**src/rtl/seg7_scan_driver.sv**
```systemverilog
// Debounced half-select plus 4-digit common-anode hex scanner for the 32-bit debug word.
// Optional leading-zero blanking is enabled by defining SEG7_LEADING_ZERO_BLANK_EN.
module seg7_scan_driver #(
   parameter int REFRESH_DIV     = 50000,
   parameter int DEBOUNCE_CYCLES = 1000000
) (
   input  logic        Clk,
   input  logic        Rst,
   input  logic [31:0] dataIn,
   input  logic        selButton,
   output logic [6:0]  disp7Seg,
   output logic [3:0]  selDisp,
   output logic        halfSel
);
   localparam int RCW = (REFRESH_DIV > 1) ? $clog2(REFRESH_DIV) : 1;
   localparam int DCW = (DEBOUNCE_CYCLES > 1) ? $clog2(DEBOUNCE_CYCLES) : 1;
   localparam logic [RCW-1:0] REFRESH_LAST  = RCW'(REFRESH_DIV - 1);
   localparam logic [DCW-1:0] DEBOUNCE_LAST = DCW'(DEBOUNCE_CYCLES - 1);

   logic           btn_meta_q, btn_sync_q;
   logic           btn_stable_q, btn_stable_d;
   logic [DCW-1:0] deb_cnt_q, deb_cnt_d;
   logic           half_sel_q, half_sel_d;
   logic [RCW-1:0] refresh_cnt_q, refresh_cnt_d;
   logic [1:0]     digit_idx_q, digit_idx_d;
   logic [15:0]    snapshot_q, snapshot_d;
   logic [3:0]     sel_disp_q, sel_disp_d;
   logic [6:0]     seg_q, seg_d;
   logic           wrap;
   logic           blank;
   logic [3:0]     nibble [4];

   function automatic logic [6:0] hex_glyph(input logic [3:0] v);
      case (v)
         4'h0: hex_glyph = 7'h40;
         4'h1: hex_glyph = 7'h79;
         4'h2: hex_glyph = 7'h24;
         4'h3: hex_glyph = 7'h30;
         4'h4: hex_glyph = 7'h19;
         4'h5: hex_glyph = 7'h12;
         4'h6: hex_glyph = 7'h02;
         4'h7: hex_glyph = 7'h78;
         4'h8: hex_glyph = 7'h00;
         4'h9: hex_glyph = 7'h10;
         4'hA: hex_glyph = 7'h08;
         4'hB: hex_glyph = 7'h03;
         4'hC: hex_glyph = 7'h46;
         4'hD: hex_glyph = 7'h21;
         4'hE: hex_glyph = 7'h06;
         default: hex_glyph = 7'h0E;
      endcase
   endfunction

   // Debounce: a new level must persist DEBOUNCE_CYCLES cycles; only accepted presses toggle the half.
   always_comb begin
      btn_stable_d = btn_stable_q;
      deb_cnt_d    = deb_cnt_q;
      half_sel_d   = half_sel_q;
      if (btn_sync_q == btn_stable_q) begin
         deb_cnt_d = '0;
      end else if (deb_cnt_q == DEBOUNCE_LAST) begin
         btn_stable_d = btn_sync_q;
         deb_cnt_d    = '0;
         if (btn_sync_q)
            half_sel_d = ~half_sel_q;
      end else begin
         deb_cnt_d = deb_cnt_q + DCW'(1);
      end
   end

   // Snapshot uses the pre-toggle half so a press on a frame boundary lands in the next frame.
   always_comb begin
      wrap          = (refresh_cnt_q == REFRESH_LAST);
      refresh_cnt_d = wrap ? '0 : refresh_cnt_q + RCW'(1);
      digit_idx_d   = wrap ? digit_idx_q + 2'd1 : digit_idx_q;
      snapshot_d    = snapshot_q;
      if (wrap && digit_idx_q == 2'd3)
         snapshot_d = half_sel_q ? dataIn[31:16] : dataIn[15:0];
   end

   generate
      for (genvar gi = 0; gi < 4; gi++) begin : g_nibble
         assign nibble[gi] = snapshot_d[4*gi +: 4];
      end
   endgenerate

`ifdef SEG7_LEADING_ZERO_BLANK_EN
   always_comb begin
      blank = 1'b0;
      case (digit_idx_d)
         2'd1:    blank = (snapshot_d[15:4] == 12'h000);
         2'd2:    blank = (snapshot_d[15:8] == 8'h00);
         2'd3:    blank = (snapshot_d[15:12] == 4'h0);
         default: blank = 1'b0;
      endcase
   end
`else
   assign blank = 1'b0;
`endif

   always_comb begin
      sel_disp_d = ~(4'b0001 << digit_idx_d);
      seg_d      = blank ? 7'h7F : hex_glyph(nibble[digit_idx_d]);
   end

   always_ff @(posedge Clk or posedge Rst) begin
      if (Rst) begin
         btn_meta_q    <= 1'b0;
         btn_sync_q    <= 1'b0;
         btn_stable_q  <= 1'b0;
         deb_cnt_q     <= '0;
         half_sel_q    <= 1'b0;
         refresh_cnt_q <= '0;
         digit_idx_q   <= 2'd0;
         snapshot_q    <= 16'h0000;
         sel_disp_q    <= 4'b1110;
         seg_q         <= 7'b1000000;
      end else begin
         btn_meta_q    <= selButton;
         btn_sync_q    <= btn_meta_q;
         btn_stable_q  <= btn_stable_d;
         deb_cnt_q     <= deb_cnt_d;
         half_sel_q    <= half_sel_d;
         refresh_cnt_q <= refresh_cnt_d;
         digit_idx_q   <= digit_idx_d;
         snapshot_q    <= snapshot_d;
         sel_disp_q    <= sel_disp_d;
         seg_q         <= seg_d;
      end
   end

   assign disp7Seg = seg_q;
   assign selDisp  = sel_disp_q;
   assign halfSel  = half_sel_q;
endmodule

```
**config.mk**
```make
export PLATFORM = sky130hd
export DESIGN_NAME = seg7_scan_driver
export DESIGN_NICKNAME = d
export VERILOG_FILES = /design/src/rtl/seg7_scan_driver.sv
export SDC_FILE = /design/constraint.sdc
export NUM_CORES = 1
export LEC_CHECK = 0
export CELL_PAD_IN_SITES_DETAIL_PLACEMENT = 0
export CELL_PAD_IN_SITES_GLOBAL_PLACEMENT = 2
export CORE_UTILIZATION = 39
export DETAILED_ROUTE_END_ITERATION = 7
export PLACE_DENSITY = 0.94
export SLEW_MARGIN = 20
export SYNTH_ARGS = -nofsm -noshare
export SYNTH_HDL_FRONTEND = slang
export SYNTH_SLANG_ARGS = --single-unit
export TNS_END_PERCENT = 5
```
**constraint.sdc**
```tcl
create_clock -name Clk -period 6.5 [get_ports Clk]
set_input_delay 0.65 -clock Clk [delete_from_list [all_inputs] [get_ports Clk]]
set_output_delay 0.65 -clock Clk [all_outputs]
set_load 0.02 [all_outputs]
```
Word-level counts from Yosys, hierarchy flattened
Memory sizes are Yosys's and may differ from the RTL's. A register that Yosys moved wholly into a read port is not among the register bits.
Cells that the tools add are included.
- output and inout port bits: 12
- flip-flop bits (word level): 62
- memories: 1
- input port bits: 35
- memory bits (writable): 0
- bits in read-only memories: 112
- logic and storage cells: 35
- latch bits: 0
- memory list (memory ; depth ; width ; rd ports ; clocked after memory_dff ; wr ports ; line ; RTL):
    (no name shown) ; 16 ; 7 ; 1 ; 1 ; 0 ; 34 ; case (v)
- shift-type cells: 1
- $lt $le $gt $ge: 1
- reduce and logical (&&, ||, !) cells: 3
- div/mod/pow operators: 0
- mux-type cells: 9
- bitwise gates (word level): 4
- multiply operators: 0
- equality and inequality tests: 4
- add/subtract/negate cells: 3
- operators with widths (cell ; number):
    2-to-1 mux 16 bit ; 3
    2-to-1 mux 20 bit ; 2
    adder 20 x 1 -> 20 bit, second input constant ; 1
    equality test 20 bit, second input constant ; 1
    adder 16 x 1 -> 16 bit, second input constant ; 1
    equality test 16 bit, second input constant ; 1
    binary-select mux 4 bit (select 2 bit) ; 1
    2-to-1 mux 4 bit ; 2
    inverter 4 bit ; 1
    left shift 1 x 2 -> 4 bit, first input constant ; 1
    >= comparator 3 bit, second input constant ; 1
    inverter 2 -> 3 bit ; 1
    AND reduction 3 bit ; 1
    adder 2 x 1 -> 2 bit, second input constant ; 1
    equality test 2 bit, second input constant ; 1
    2-to-1 mux 2 bit ; 1
    inverter 1 bit ; 2
    AND reduction 2 bit ; 1
    equality test 1 bit ; 1
    logical AND 1 bit ; 1

Logic depth before layout (Yosys ltp)
Gate-level depths: netlist (run 1).
- depth after elaboration: 6
- depth in mapped cells: 12
- gate-level depth less buffers: 11

Worst setup path before layout (run 1)
OpenSTA, ideal clock, no wires.
- path type: reg-to-reg
- start: register refresh_cnt_q[4]
- end: register seg_q[1] (netlist: disp7Seg[1])
- path buffers: 0
- setup time: 0.121 ns
- cell stages (with the launch flop): 11
- data required time: 6.379 ns
- arrival: 3.119 ns
- setup slack: 3.261 ns
- clock period less this slack: 3.239 ns
- cell sequence: dfrtp_1 or4b_4 nor4_4 mux2i_1 inv_1 mux4_2 inv_1 ha_1 inv_1 mux2i_1 a22o_1
- word-level cells in the longest chain between the ends: 6
- elaborated cells on any way between the ends: 8
- those cells by class: eq/ne: 1; mux: 5; bitwise: 1; reduce/logical: 1
- RTL lines (element ; line ; RTL):
    start, declared ; 24 ; logic [RCW-1:0] refresh_cnt_q, refresh_cnt_d;
    start signal, assigned ; 124 ; refresh_cnt_q <= refresh_cnt_d;
    equality test 16 bit ; 73 ; wrap = (refresh_cnt_q == REFRESH_LAST);
    2-to-1 mux 2 bit ; 75 ; digit_idx_d = wrap ? digit_idx_q + 2'd1 : digit_idx_q;
    via digit_idx_d[1] ; 25 ; logic [1:0] digit_idx_q, digit_idx_d;
    inverter 2 -> 3 bit (implied by the code) ; 103 ; seg_d = blank ? 7'h7F : hex_glyph(nibble[digit_idx_d]);
    binary-select mux 4 bit (select 2 bit) ; 103 ;
    2-to-1 mux 4 bit (implied by the code) (2 in a row) ; 103 ;
    end, declared ; 28 ; logic [6:0] seg_q, seg_d;
The timed path passes the listed nets, and every way through them passes these cells. The select of a mux whose other input is x is not followed.
A chain may end at the register's enable or synchronous reset.

Final worst setup path (run 1)
- start: register refresh_cnt_q[4]
- end: register seg_q[2] (netlist: disp7Seg[2])
- word-level cells in the longest chain between the ends: 6
- elaborated cells on any way between the ends: 8
- those cells by class: eq/ne: 1; mux: 5; bitwise: 1; reduce/logical: 1
- RTL lines (element ; line):
    equality test 16 bit * ; 73
    logical AND 1 bit or 2-to-1 mux 2 bit (tied branches) ; 77, 75
    2-to-1 mux 16 bit or inverter 2 -> 3 bit (tied branches) ; 77, 103
    binary-select mux 4 bit (select 2 bit) * ; 103
    2-to-1 mux 4 bit (implied by the code) * (2 in a row) ; 103
Every way passes the cells marked *; elsewhere a longest branch is shown, timed or not. The select of a mux whose other input is x is not followed.

==> run summary, run 1 <==
status -> finished, final reports clean
area grow syn2layout -> 21.53%
M3 GR Usage -> 3.712%
vias in the first global route -> 2194
leakage -> 1.910 nW
die footprint -> 0.009173 mm²
clock sinks -> 69
Worst Path Arrival -> 3.75 ns
unrepaired setup endpoints after global routing -> false
largest net degree at the start of global routing -> 70
routed wire length -> 6.445 mm
Initial DRT Pass Iterations -> 4
Synth Net Count -> 348
Slew Viols, Final -> 0
global routing's busiest layer -> met1
critical path endpoint category -> flip-flop
fmax -> 283.4 MHz
routed len/inst -> 13.95 µm
Crit Path Category -> flip-flop to flip-flop
DRC Markers -> 0
Longest Clk Path Bufs -> 2
Initial Utilization -> 40.92%
Synth area leaders -> dfrtp_1, mux2_2, xor2_1
mapped cell area -> 0.003430 mm²
CP Launch Type -> flip-flop
top cells by count, synth -> dfrtp_1, nor2_1, xor2_1
Core Region -> 0.008382 mm²
CP Max Fanout -> 12
first-pass GRT wire length -> 10.74 mm
final hold vios -> 0
initial antenna violation count -> 0
number of synthesized flops with an enable pin -> 0
CTS Buf Count -> 9
antenna-violating nets left -> 0
Worst EP required -> 6.72 ns
prevailing post-synth register cell -> dfrtp_1
Layout Nets -> 397
io pins -> 47
port bufs -> 46
syn_area_per_cell -> 11.32 µm²
# diodes -> 0
Setup WS pre-CTS -> 2.954 ns
Yosys top cell by area -> dfrtp_1
Detailed Place HPWL -> 4.497 mm
Die Wd -> 95.78 µm
fin crit share -> 54.28%
Worst-path clk slew -> 0.07 ns
Pwr per Cell Area -> 190.0 mW/mm²
met1 Use GR -> 23.06%
drt first-iter violations -> 46
H-tree lvl count -> 3
TNS Setup -> 0 ns
min Tclk post-route -> 3.528 ns
Hold-fix buffers, CTS -> 0
post-CTS setup buffer count -> 0
most common cell in the synthesized netlist -> dfrtp_1
final core utilization -> 49.72%
Cell variety after synth -> 40
Die Ht -> 95.78 µm
Global Route Usage Sum -> 15.84%
Rows -> 33
via/cell ratio -> 4.918
Hold WC Path Type -> flip-flop to flip-flop
Worst-Skew Late Latency -> 0.34 ns
CTS root buf -> clkbuf_8
Synth top area share -> 47.43%
post-synthesis sequential area ratio -> 50.49%
GP Congestion -> 0.7280
Syn Inst Count -> 303
Slew headroom -> 39.18%
Max-Cap Viols -> 0
TritonCTS clock tree -> built
Async S/R FF share, synth -> 100.0%
peak supply drop -> 0.00007739 V
via count -> 2272
post-cts resize count -> 0
Yosys reg bits -> 69
layout cell share with drive strength beyond 1 -> 13.17%
worst-margin pin slew -> 0.9055 ns
clk_skew -> 0.009438 ns
GR Overflow Total -> 0
Setup WS post-layout -> 2.972 ns
Final Setup Violations -> 0
grt met2 use -> 21.37%
Yosys warnings -> 0
## metrics by stage
| step | hold WS [ns] | cell area (µm²) | cells | total power, mW |
|---|---|---|---|---|
| after floorplan | 0.3312 | 3430 | 303 | 0.4560 |
| after global placement | 0.3329 | 3986 | 446 | 0.4816 |
| after detailed placement | 0.3411 | 3986 | 446 | 0.4819 |
| after CTS | 0.3581 | 4168 | 462 | 0.8052 |
| after global routing | 0.3710 | 4168 | 462 | 0.8315 |
| final | 0.3570 | 4168 | 462 | 0.7920 |
## final cells by class
cell class	count	area, µm²
tap	105	131.4
inverter	19	71.32
clock inverter	1	5.005
multi-input combinational	205	1577
clock buffer	15	176.4
timing repair buffer	48	475.5
fill	754	4214
sequential	69	1732
## worst max-delay path: stages (launching register included)
cell      delay, ns
dfrtp_1        0.41
or4b_4         0.59
nor4_4         0.83
mux2i_1        0.22
mux4_2         0.60
inv_1          0.15
ha_1           0.25
nor2_1         0.07
a2bb2o_1       0.28
## state kept, by name, summed over array words and instances (netlist names)
signal         flops
btn_sync_q         1
digit_idx_q        2
disp7Seg           7
deb_cnt_q         20
snapshot_q        16
halfSel            1
btn_stable_q       1
btn_meta_q         1
selDisp            4
refresh_cnt_q     16
## cells in the final DEF, fill, tap and decap left out, types with 3 or more instances in the layout
master,synthesis,final
a21oi_1,4,4
nor4_1,3,3
nand4_1,5,5
and3_1,6,6
mux4_2,4,4
clkbuf_1,7,3
ha_1,10,10
and4_1,4,4
mux2_2,19,19
inv_1,19,18
nor2_1,34,34
xor2_1,23,23
dfrtp_1,65,65
clkdlybuf4s50_1,0,46
dfstp_2,4,4
nand2_1,18,18
a31oi_1,6,6
clkbuf_8,0,12
mux2i_1,18,18
nand3_1,15,15
xnor2_1,11,11
## routing by layer
metal	up-vias	share of wire, %	routed length, µm
met5	-	0	0
met4	0	2.0	129
met3	10	5.7	365
met2	45	41	2648
met1	1078	51	3301
li1	1139	-	-
## kinds of logic (layout without fill, tap and decap cells)
kind of cell | count (synthesis) | after routing | share of synthesized area, %
AO/OA/AOI/OAI | 18 | 18 | 3.466
XOR/XNOR | 34 | 34 | 8.683
adder cells (fa/ha/maj) | 10 | 10 | 3.648
buffers and inverters | 29 | 83 | 3.539
flip-flops | 69 | 69 | 50.49
multiplexers | 41 | 41 | 14.12
AND/OR/NAND/NOR | 102 | 102 | 16.05
## final timing paths
| path | start | end | slack [ns] | depth (start not counted) |
|---|---|---|---|---|
| max in group asynchronous | Rst | deb_cnt_q[2]$_DFF_PP0_ | 5.04 | 3 |
| min in group asynchronous | Rst | refresh_cnt_q[1]$_DFF_PP0_ | 0.89 | 3 |
| setup / recovery | refresh_cnt_q[4]$_DFF_PP0_ | disp7Seg[2]$_DFF_PP0_ | 2.97 | 8 |
| setup reg to reg | refresh_cnt_q[4]$_DFF_PP0_ | disp7Seg[2]$_DFF_PP0_ | 2.97 | 8 |
| hold / removal | btn_meta_q$_DFF_PP0_ | btn_sync_q$_DFF_PP0_ | 0.36 | 0 |
| hold reg to reg | btn_meta_q$_DFF_PP0_ | btn_sync_q$_DFF_PP0_ | 0.36 | 0 |
## power by group
part,internal (mW),switching [mW]
Sequential,0.432,0.00180
Combinational,0.0233,0.0163
Clock,0.170,0.149
Note: power is estimated with default switching activity, not from simulation.
==> run 2, diff against run 1 <==
--- a/config.mk
+++ b/config.mk
@@ -7,9 +7,9 @@
 export LEC_CHECK = 0
 export CELL_PAD_IN_SITES_DETAIL_PLACEMENT = 0
 export CELL_PAD_IN_SITES_GLOBAL_PLACEMENT = 2
-export CORE_UTILIZATION = 39
+export CORE_UTILIZATION = 33
 export DETAILED_ROUTE_END_ITERATION = 7
-export PLACE_DENSITY = 0.94
+export PLACE_DENSITY = 0.85
 export SLEW_MARGIN = 20
 export SYNTH_ARGS = -nofsm -noshare
 export SYNTH_HDL_FRONTEND = slang
==> constraint.sdc (replaced) <==
create_clock -name Clk -period 3.1 [get_ports Clk]
set_input_delay 0.31 -clock Clk [delete_from_list [all_inputs] [get_ports Clk]]
set_output_delay 0.31 -clock Clk [all_outputs]
set_load 0.02 [all_outputs]
==> run 2 against run 1 <==
Wire length is 9.2% higher. First-iteration DRC count is 91% higher. Worst setup slack worse by 2.9 ns. Flip-flop and latch count stayed put. Final cell count is 11% higher. Total power is 120% higher. Critical path depth is 2 higher. Register-to-register slack worse by 2.9 ns. Sequential share of layout area is 3.1 points lower. Highest routed layer unchanged.
==> run summary, run 2 (synthesized netlist as in run 1, its figures left out) <==
# diodes -> 0 (unchanged)
hold_sp -> btn_meta_q$_DFF_PP0_
area grow syn2layout -> 31.30%
Pwr per Cell Area -> 378.3 mW/mm² (+99%)
Initial Utilization -> 34.61% (-6.3 points)
Rows -> 36 (+9.1%)
worst reg-to-reg setup slack -> 0.04 ns (-2.93 ns)
Global Route Usage Sum -> 13.73% (-2.1 points)
Int Power -> 1.350 mW (+120%)
Initial DRT Pass Iterations -> 4 (unchanged)
largest net degree at the start of global routing -> 70 (unchanged)
Hold-fix buffers, CTS -> 0 (unchanged)
DRC Markers -> 0 (unchanged)
Max-Cap Viols -> 0 (unchanged)
via/cell ratio -> 4.692 (-4.6%)
Longest Clk Path Bufs -> 2 (unchanged)
fin area -> 0.004503 mm² (+8.0%)
CTS root buf -> clkbuf_8
final hold vios -> 0 (unchanged)
worst-margin pin slew -> 0.8590 ns (-0.04653 ns)
Worst Path Arrival -> 3.29 ns (-0.46 ns)
Die Wd -> 103.9 µm (+8.5%)
Slew Viols, Final -> 0 (unchanged)
critical path endpoint category -> flip-flop
CP Launch Type -> flip-flop
Final Setup Violations -> 0 (unchanged)
Logic pwr share -> 4.8% (-0.2 points)
GR Overflow Total -> 0 (unchanged)
Clk network pwr share -> 41.8% (+1.5 points)
min Tclk post-route -> 3.059 ns (-0.4691 ns)
via count -> 2407 (+5.9%)
Most common cell on crit path -> buf_4
status -> finished, final reports clean
final core utilization -> 45.44% (-4.3 points)
worst path buffer plus inverter count -> 3 (+2)
worst reg2reg path endpoint -> disp7Seg[0]$_DFF_PP0_
die footprint -> 0.01080 mm² (+18%)
vias in the first global route -> 2396 (+9.2%)
Slowest-stage cell, CP -> or4bb_4
Die Ht -> 103.9 µm (+8.5%)
antenna-violating nets left -> 0 (unchanged)
CP Max Fanout -> 5 (-7)
Pwr Total -> 1.704 mW (+120%)
peak supply drop -> 0.0001537 V (+99%)
Core Region -> 0.009910 mm² (+18%)
Worst-path clk slew -> 0.07 ns (about the same)
Worst EP required -> 3.33 ns (-3.39 ns)
initial antenna violation count -> 0 (unchanged)
Regs by FF count -> deb_cnt_q (20), refresh_cnt_q (16), snapshot_q (16)
WHS Endpoint -> btn_sync_q$_DFF_PP0_
CTS Buf Count -> 9 (unchanged)
switching pwr -> 0.3535 mW (+110%)
GP Congestion -> 0.8226 (+13%)
max reg flops -> 20 (unchanged)
CP top delay family -> simple AND/OR/NAND/NOR gates
Post-Layout Cell Count -> 513 (+11%)
clk_skew -> 0.01112 ns (+0.001681 ns)
port bufs -> 46 (unchanged)
H-tree lvl count -> 3 (unchanged)
Worst-Skew Late Latency -> 0.34 ns (about the same)
fmax -> 326.9 MHz (+15%)
unrepaired setup endpoints after global routing -> true
placed cell count -> 487 (+9.2%)
hold path cells -> 0 (unchanged)
drt first-iter violations -> 88 (+91%)
area post-placement -> 0.004156 mm² (+4.3%)
TritonCTS clock tree -> built
Crit Path Category -> flip-flop to flip-flop
Detailed Place HPWL -> 4.744 mm (+5.5%)
clock sinks -> 69 (unchanged)
routed wire length -> 7.037 mm (+9.2%)
most frequent cells in the layout -> dfrtp_1, clkdlybuf4s50_1, nor2_1
io pins -> 47 (unchanged)
routed len/inst -> 13.72 µm (-1.7%)
Top reg by flops -> deb_cnt_q
commonest non-fill, non-tap cell in the layout -> dfrtp_1
Slew headroom -> 42.73% (+3.6 points)
first-pass GRT wire length -> 11.79 mm (+9.7%)
Hold WC Path Type -> flip-flop to flip-flop
fin crit share -> 98.68% (+44 points)
sw frac -> 20.75% (-0.36 points)
reg2reg path depth -> 10 (+2)
CP max stage delay -> 0.56 ns (-0.27 ns)
Reg-to-Reg Start -> refresh_cnt_q[13]$_DFF_PP0_
Sequential Power Share -> 53.3% (-1.4 points)
leakage -> 2.027 nW (+6.1%)
crit path cell chain -> or4bb_4, nor4_4, buf_4, mux2i_2, buf_4, mux4_2, buf_6, ha_2, and3_1, a211o_1
layout cell share with drive strength beyond 1 -> 22.37% (+9.2 points)
Layout Nets -> 421 (+6.0%)
## run 2: cell count changes in the layout (fill, tap and decap cells not counted), moves of 3 or more
cell     delta
buf_4      +20
mux2i_1     -3
inv_1       -4
ha_2        +3
ha_1        -5
inv_2       +3
## run 2: metrics by stage
| step | hold slack, ns | setup TNS [ns] | setup slack [ns] |
|---|---|---|---|
| floorplan | 0.3312 | -0.04934 | -0.02268 |
| global placement | 0.3408 | 0 | 0.06693 |
| detailed placement | 0.3363 | -0.005036 | -0.005036 |
| CTS | 0.3604 | 0 | 0.006430 |
| global route | 0.3678 | -0.1131 | -0.04210 |
| finish | 0.3580 | 0 | 0.04077 |
## run 2: worst max-delay path by stage
stage / start / endpoint / slack (ns) / cells after the start
after floorplan: refresh_cnt_q[12]$_DFF_PP0_ / disp7Seg[2]$_DFF_PP0_ / -0.02 / 9
after global placement: refresh_cnt_q[13]$_DFF_PP0_ / disp7Seg[0]$_DFF_PP0_ / 0.07 / 7
after detailed placement: refresh_cnt_q[13]$_DFF_PP0_ / disp7Seg[2]$_DFF_PP0_ / -0.005 / 9
after CTS: refresh_cnt_q[4]$_DFF_PP0_ / disp7Seg[0]$_DFF_PP0_ / 0.006 / 7
after global routing: refresh_cnt_q[13]$_DFF_PP0_ / disp7Seg[0]$_DFF_PP0_ / -0.04 / 10
final: refresh_cnt_q[13]$_DFF_PP0_ / disp7Seg[0]$_DFF_PP0_ / 0.04 / 10
## run 2: repair_timing
item	in CTS	in global routing
gates cloned	0	2
pin swaps	1	4
setup endpoints to repair	1	7
resized for setup	0	12
buffers inserted	2	7
## run 2: power by group through the flow
stage | combinational (mW) | clock (mW) | sequential (mW)
3_3_place_gp | 0.0833 | 0 | 0.925
3_5_place_dp | 0.0846 | 0 | 0.925
6_report | 0.0826 | 0.713 | 0.908
5_1_grt | 0.0928 | 0.781 | 0.908
4_1_cts | 0.0849 | 0.739 | 0.908
2_1_floorplan | 0.0315 | 0 | 0.925
## run 2: worst reg2reg max path: cells and delay by family, from the launching register on
kind	cells	cell delay (ns)
compound gates	1	0.22
fa+ha+maj	1	0.17
buf+inv	3	0.54
flops	1	0.38
mux	2	0.63
simple gates	3	1.01
## run 2: final cells by class
type                    instances  area [µm²]
fillers                       928        5406
inverters                      19       73.82
well taps                     133       166.4
clock buffers                  15       196.4
multi-input cells             206        1667
repair buffers                 71       668.1
flip-flops and latches         69        1732
## run 2: layer usage
layer / wire length (µm) / vias up / global-route usage [%]
met4: 112 / 0 / 4.592
met5: 0 / - / 0
li1: - / 1189 / -
met3: 284 / 14 / 4.574
met2: 3236 / 52 / 21.14
met1: 3403 / 1152 / 18.08
